### config.mk
export PLATFORM = sky130hd
export DESIGN_NAME = rf_wb_arbiter
export DESIGN_NICKNAME = d
export VERILOG_FILES = /design/src/rtl/rf_wb_arbiter.sv
export SDC_FILE = /design/constraint.sdc
export NUM_CORES = 1
export LEC_CHECK = 0
export BUFFER_PORTS_ARGS = -buffer_cell sky130_fd_sc_hd__buf_4
export CAP_MARGIN = 20
export CORE_AREA = 4 4 78 80
export CTS_BUF_LIST = sky130_fd_sc_hd__clkbuf_4
export CTS_CLUSTER_SIZE = 12
export DETAILED_ROUTE_END_ITERATION = 10
export DIE_AREA = 0 0 82 84
export GPL_TIMING_DRIVEN = 0
export HOLD_SLACK_MARGIN = 0.15
export PLACE_DENSITY = 0.79
export SYNTH_ARGS = -nofsm -noshare
export SYNTH_HDL_FRONTEND = slang
export SYNTH_SLANG_ARGS = --single-unit
### constraint.sdc
create_clock -name clk -period 2.5 [get_ports clk]
set_clock_uncertainty 0.15 [all_clocks]
set_input_delay 0.25 -clock clk [delete_from_list [all_inputs] [get_ports clk]]
set_output_delay 0.25 -clock clk [all_outputs]
set_load 0.05 [all_outputs]
### src/rtl/rf_wb_arbiter.sv
// Arbitrates the single register-file write port between requesters A (ALU) and B (load unit).
// Optional macro RF_WB_ZERO_REG_EN: accepted writes to register 0 are dropped instead of issued.
module rf_wb_arbiter #(
    parameter int unsigned CNT_W      = 16,
    parameter bit          FIXED_PRIO = 1'b0
) (
    input  logic             clk,
    input  logic             rst,
    input  logic             hold,
    input  logic             a_valid,
    output logic             a_ready,
    input  logic [4:0]       a_reg,
    input  logic [31:0]      a_data,
    input  logic             b_valid,
    output logic             b_ready,
    input  logic [4:0]       b_reg,
    input  logic [31:0]      b_data,
    output logic             write,
    output logic [4:0]       writereg,
    output logic [31:0]      data,
    output logic             last_b,
    output logic [CNT_W-1:0] wr_count
);

    localparam int unsigned REG_W  = 5;
    localparam int unsigned DATA_W = 32;

    logic              r_ptr_b;
    logic              r_write;
    logic [REG_W-1:0]  r_writereg;
    logic [DATA_W-1:0] r_data;
    logic              r_last_b;
    logic [CNT_W-1:0]  r_wr_count;

    logic              w_a_grant;
    logic              w_b_grant;
    logic              w_xfer;
    logic              w_do_write;
    logic [REG_W-1:0]  w_sel_reg;
    logic [DATA_W-1:0] w_sel_data;

    // Grant selection: r_ptr_b set means B owns the tie-break this cycle.
    always_comb begin
        w_a_grant = 1'b0;
        w_b_grant = 1'b0;
        if (!rst && !hold) begin
            if (a_valid && b_valid) begin
                if (FIXED_PRIO || !r_ptr_b) begin
                    w_a_grant = 1'b1;
                end else begin
                    w_b_grant = 1'b1;
                end
            end else begin
                w_a_grant = a_valid;
                w_b_grant = b_valid;
            end
        end
        w_xfer     = w_a_grant | w_b_grant;
        w_sel_reg  = w_b_grant ? b_reg  : a_reg;
        w_sel_data = w_b_grant ? b_data : a_data;
`ifdef RF_WB_ZERO_REG_EN
        w_do_write = w_xfer && (w_sel_reg != REG_W'(0));
`else
        w_do_write = w_xfer;
`endif
    end

    always_ff @(posedge clk) begin
        if (rst) begin
            r_ptr_b    <= 1'b0;
            r_write    <= 1'b0;
            r_writereg <= '0;
            r_data     <= '0;
            r_last_b   <= 1'b0;
            r_wr_count <= '0;
        end else begin
            r_write <= w_do_write;
            if (w_do_write) begin
                r_writereg <= w_sel_reg;
                r_data     <= w_sel_data;
                r_wr_count <= r_wr_count + CNT_W'(1);
            end
            // Any grant hands the tie-break to the other requester.
            if (w_xfer) begin
                r_ptr_b  <= w_a_grant;
                r_last_b <= w_b_grant;
            end
        end
    end

    assign a_ready  = w_a_grant;
    assign b_ready  = w_b_grant;
    assign write    = r_write;
    assign writereg = r_writereg;
    assign data     = r_data;
    assign last_b   = r_last_b;
    assign wr_count = r_wr_count;

endmodule
After elaboration in Yosys (flattened, before gate mapping)
Cells that the tools add are included.
{ "op_classes": {"n_addsub": 1, "multipliers": 0, "n_div": 0, "order_cmp": 0, "eq_ne": 0, "shift": 0, "muxes": 8, "bitwise_logic": 1, "reduce_logical": 4} }
{ "op_table": {"columns": ["cell", "n"], "rows": [
  ["2-to-1 mux 32 bit", 1],
  ["adder 16 x 1 -> 16 bit, second input constant", 1],
  ["2-to-1 mux 1 bit", 6],
  ["2-to-1 mux 5 bit", 1],
  ["logical AND 1 bit", 2],
  ["logical NOT 1 bit", 2],
  ["bitwise OR 1 bit", 1]
]} }
{ "totals": {"register_bits": 56, "latchBits": 0, "mem_bits_rw": 0, "rom_bits": 0, "in_bits": 79, "output_inout_bits": 57, "n_memories": 0} }

Logic depth before layout (Yosys ltp)
{ "logic_depth": {"word_depth": 4, "ltp_mapped": 7, "ltp_nobuf": 5} }

Worst setup path after synthesis
Ideal clock, no wire load.
{ "synth_timing": {"path_kind": "reg-to-reg", "start": "register r_wr_count[0], in the netlist wr_count[0]", "end": "register r_wr_count[14], in the netlist wr_count[14]", "t_arrival_ns": 2.055, "required_ns": 2.279, "setup_slack_ns": 0.224, "stages_incl_launch_ff": 7, "path_buffers": 1, "period_less_slack_ns": 2.276, "path_cell_list": "dfxtp_1 ha_1 nand2_1 or3_1 buf_2 or4_1 a21oi_1"} }
{ "synth_via": {"elab_chain_len": 1} }
{ "synth_lines": {"columns": ["element", "line", "source"], "rows": [
  ["from (decl)", "33", "logic [CNT_W-1:0] r_wr_count;"],
  ["from (signal assigned)", "81", "r_wr_count <= r_wr_count + CNT_W'(1);"],
  ["adder 16 x 1 -> 16 bit", "81", null]
]} }
No other way between the ends.
A chain may end at the register's enable or synchronous reset.

Final worst setup path
{ "layout_timing": {"start": "input port a_valid", "end": "register r_data[18], in the netlist data[18]"} }
{ "layout_via": {"elab_chain_len": 4} }
{ "layout_lines": {"columns": ["element", "line", "source"], "rows": [
  ["from (decl)", "10", "input logic a_valid,"],
  ["logical AND 1 bit", "47", "if (a_valid && b_valid) begin"],
  ["2-to-1 mux 1 bit", "47", null],
  ["2-to-1 mux 1 bit", "46", "if (!rst && !hold) begin"],
  ["2-to-1 mux 32 bit / bitwise OR 1 bit (equally long branches)", "60, 58", null],
  ["to (signal assigned)", "80", "r_data <= w_sel_data;"],
  ["to (decl)", "31", "logic [DATA_W-1:0] r_data;"]
]} }
Parallel ways exist; a longest one is shown, timed or not.

==> impl_metrics.csv <==
group,metric,value,unit
outcome,status,"finished, final reports clean",
setup_path,crit_arrival,2540,ps
cells_and_area,multi_input_area,1180,sq um
clock_tree,cts-root-buf,"clkbuf_4",
die,start_util,0.449,
detailed_routing,postRouteAntennaNets,0,
timing,tns,0,ps
global_route,grt_pass1_vias,3327,
die,dieArea,6890,sq um
setup_path,cp_top_family,"buffers and inverters",
detailed_routing,drtPass1Iterations,4,
die,core,5410,sq um
setup_path,r2r_end,"data[18]$_SDFFE_PP0P_",
timing,hold_viol_final,0,
detailed_routing,drt-initial-drc-count,214,
synth,ys_ff_latch,56,
cells_and_area,final_area,4380,sq um
setup_path,critical_path_class,"input port to flop",
synth,syn_area_per_cell,7.90,sq um
setup_path,crit_path_start_kind,"input port",
setup_path,r2r_cells,6,
synth,ys_types,28,
synth,synth_common_cells,"nand2_1, dfxtp_1, nor2_1, a311oi_1, clkbuf_1",
global_route,grt-ovfl-total,0,
timing,drv_slew,0,
synth,synth_top_cell_by_area,"dfxtp_1",
clock_tree,cts_made_buffers,5,
detailed_routing,avgViaCountPerCell,5.43,
die,ios,136,
cells_and_area,regArea,1120,sq um
synth,synth_area_leaders,"dfxtp_1, a311oi_1, nand2_1, nor2_1, clkbuf_1",
clock_tree,h-tree-depth,2,
setup_path,endpoint,"data[18]$_SDFFE_PP0P_",
timing,worst_slew_pin_slew,498,ps
detailed_routing,wl_per_cell,17.0,um
die,rows,27,
placed_design,post_dp_cell_area,3530,sq um
setup_path,crit_path_max_incr_delay,620,ps
clock_tree,cts_tree,"built",
setup_path,endpoint_kind,"flop",
cells_and_area,antenna_cells,0,
cells_and_area,finalNetCount,607,
timing,finalSetupViolations,0,
synth,syn_inst,307,
setup_path,crit_cells,8,
setup_path,crit_chain,"dlygate4sd3_1 -> buf_4 -> nand2b_1 -> nand3_1 -> clkbuf_1 -> nand2_1 -> a311oi_1 -> dlygate4sd3_1",
timing,relSlewSlack,0.668,
synth,synth_edf_count,0,
detailed_routing,drc,0,
cells_and_area,fillerInstances,327,
setup_path,crit_path_start,"a_valid",
synth,synth_fp_nets,387,
global_route,track_usage,0.299,
run,cap_violations,0,
cells_and_area,post-route-util,0.809,
clock_tree,clk_latency,370,ps
detailed_routing,finalWirelength,10200,um
cells_and_area,area_growth,80.4,%
placed_design,place_inst,514,
setup_path,cp_max_fo,10,
setup_path,timing.rr.start,"r_ptr_b$_SDFFE_PP0P_",
cells_and_area,drive_gt1_frac,0.286,
pwr,p_leak,1.90,nW
timing,period_share,0.948,
synth,yosys_most_used_dff,"dfxtp_1",
synth,yosysTopAreaCellShare,0.462,
setup_path,cp_slowest_cell,"dlygate4sd3_1",
setup_path,crit_required,2670,ps
placed_design,place_hpwl,5790,um
timing,rsz0062_at_grt,"no",
clock_tree,clock-sinks,56,
pwr,ir_drop,0.256,mV
timing,layout_min_cycle_time,2370,ps
synth,ys_seq_area_frac,0.462,
global_route,grt_first_pass_wirelength,16100,um
clock_tree,cts_buffer_depth,2,
cells_and_area,fin_cells,600,
placed_design,place_congestion,0.740,
global_route,antenna_found_initial,0,
die,die_h,84,um
synth,post-synth-top-count-cell,"nand2_1",
placed_design,port_buffers,135,
die,die_x,82,um
setup_path,crit_buf_inv,4,
synth,async_reset_ff_frac,0,
setup_path,regToRegSetupSlack,210,ps
synth,netlist_area,2420,sq um
synth,yosys_warnings,0,
setup_path,cp_common_cell,"dlygate4sd3_1",
global_route,grt_max_degree,16,
detailed_routing,vias,3258,
worst_hold_path,hold_class,"input port to flop",
timing,max_freq,0.422,GHz
pwr,p_per_area,447,nW/um^2
clock_tree,path_clk_slew,150,ps
==> state kept, by name (all words and copies together), names as in the netlist <==
| signal | flops |
|---|---|
| data | 32 |
| last_b | 1 |
| r_ptr_b | 1 |
| wr_count | 16 |
| write | 1 |
| writereg | 5 |
==> how the worst min path moves through the flow <==
stage	from	endpoint	slack, ps	cells after the start
final	hold	last_b$_SDFFE_PP0P_	230	4
after detailed placement	last_b$_SDFFE_PP0P_	last_b$_SDFFE_PP0P_	330	2
after global routing	hold	last_b$_SDFFE_PP0P_	240	4
after global placement	wr_count[14]$_SDFFE_PP0P_	wr_count[14]$_SDFFE_PP0P_	330	2
after CTS	hold	last_b$_SDFFE_PP0P_	210	4
after floorplan	b_valid	r_ptr_b$_SDFFE_PP0P_	220	1
==> cell usage in the layout, fill, tap and decap left out, types with 4 or more instances in the layout <==
cell type,n
nand2_1,79
nor2_1,47
dfxtp_1,56
buf_1,4
o31ai_1,4
o21ai_0,4
a311oi_1,38
dlygate4sd3_1,78
nand3_1,5
or3_1,5
xnor2_1,7
a21oi_1,8
nor4_1,4
clkbuf_1,16
buf_4,135
clkbuf_4,7
inv_1,5
clkbuf_2,4
or4_1,4
==> worst register-to-register path: stages (launching register included) <==
cell	delay, ps
dfxtp_1	360
nand2b_1	150
nand3_1	110
clkbuf_1	380
nand2_1	110
a311oi_1	350
dlygate4sd3_1	620
==> where the power goes <==
group	internal [mW]	total, mW	switching (mW)
Sequential	0.937	0.966	0.0295
Clock	0.131	0.398	0.268
Combinational	0.264	0.593	0.329
==> cell type report <==
class	instances	area share
plain buffers	26	0.0255
well taps	72	0.0206
multi-input cells	220	0.271
clock inverters	1	0.000858
inverters	5	0.00429
flip-flops and latches	56	0.256
clock buffers	7	0.0120
repair buffers	213	0.410
==> logic make-up after synthesis <==
| group | count (synthesis) | share of synthesized area |
|---|---|---|
| AOI/OAI and AO/OA | 54 | 0.174 |
| xor gates and xnor gates | 7 | 0.0253 |
| adders and majority gates | 1 | 0.00516 |
| buffers and inverters | 31 | 0.0516 |
| DFF | 56 | 0.462 |
| muxes | 2 | 0.00877 |
| and+or+nand+nor | 156 | 0.272 |
==> metal layers <==
layer | GRT usage | vias to the layer above | share of wire
li1 | - | 1513 | -
met1 | 0.327 | 1498 | 0.36
met2 | 0.500 | 193 | 0.49
met3 | 0.0994 | 54 | 0.10
met4 | 0.154 | 0 | 0.048
met5 | 0 | - | 0
==> metrics by stage <==
| stage | worst slack (ps) | power [mW] | hold slack, ps |
|---|---|---|---|
| finish | 129 | 1.96 | 227 |
| global route | 40.2 | 2.04 | 239 |
| CTS | 19.0 | 1.94 | 213 |
| detailed placement | 144 | 1.45 | 334 |
| global placement | 180 | 1.44 | 326 |
| floorplan | 224 | 1.24 | 220 |
==> repair_timing <==
action / CTS / global route
endpoints found under the hold margin: 40 / 0
buffers inserted: 0 / 0
resized for setup: 0 / 9
setup endpoints to repair: 0 / 8
hold buffers: 78 / 0
Power figures use the tool's default switching activity.
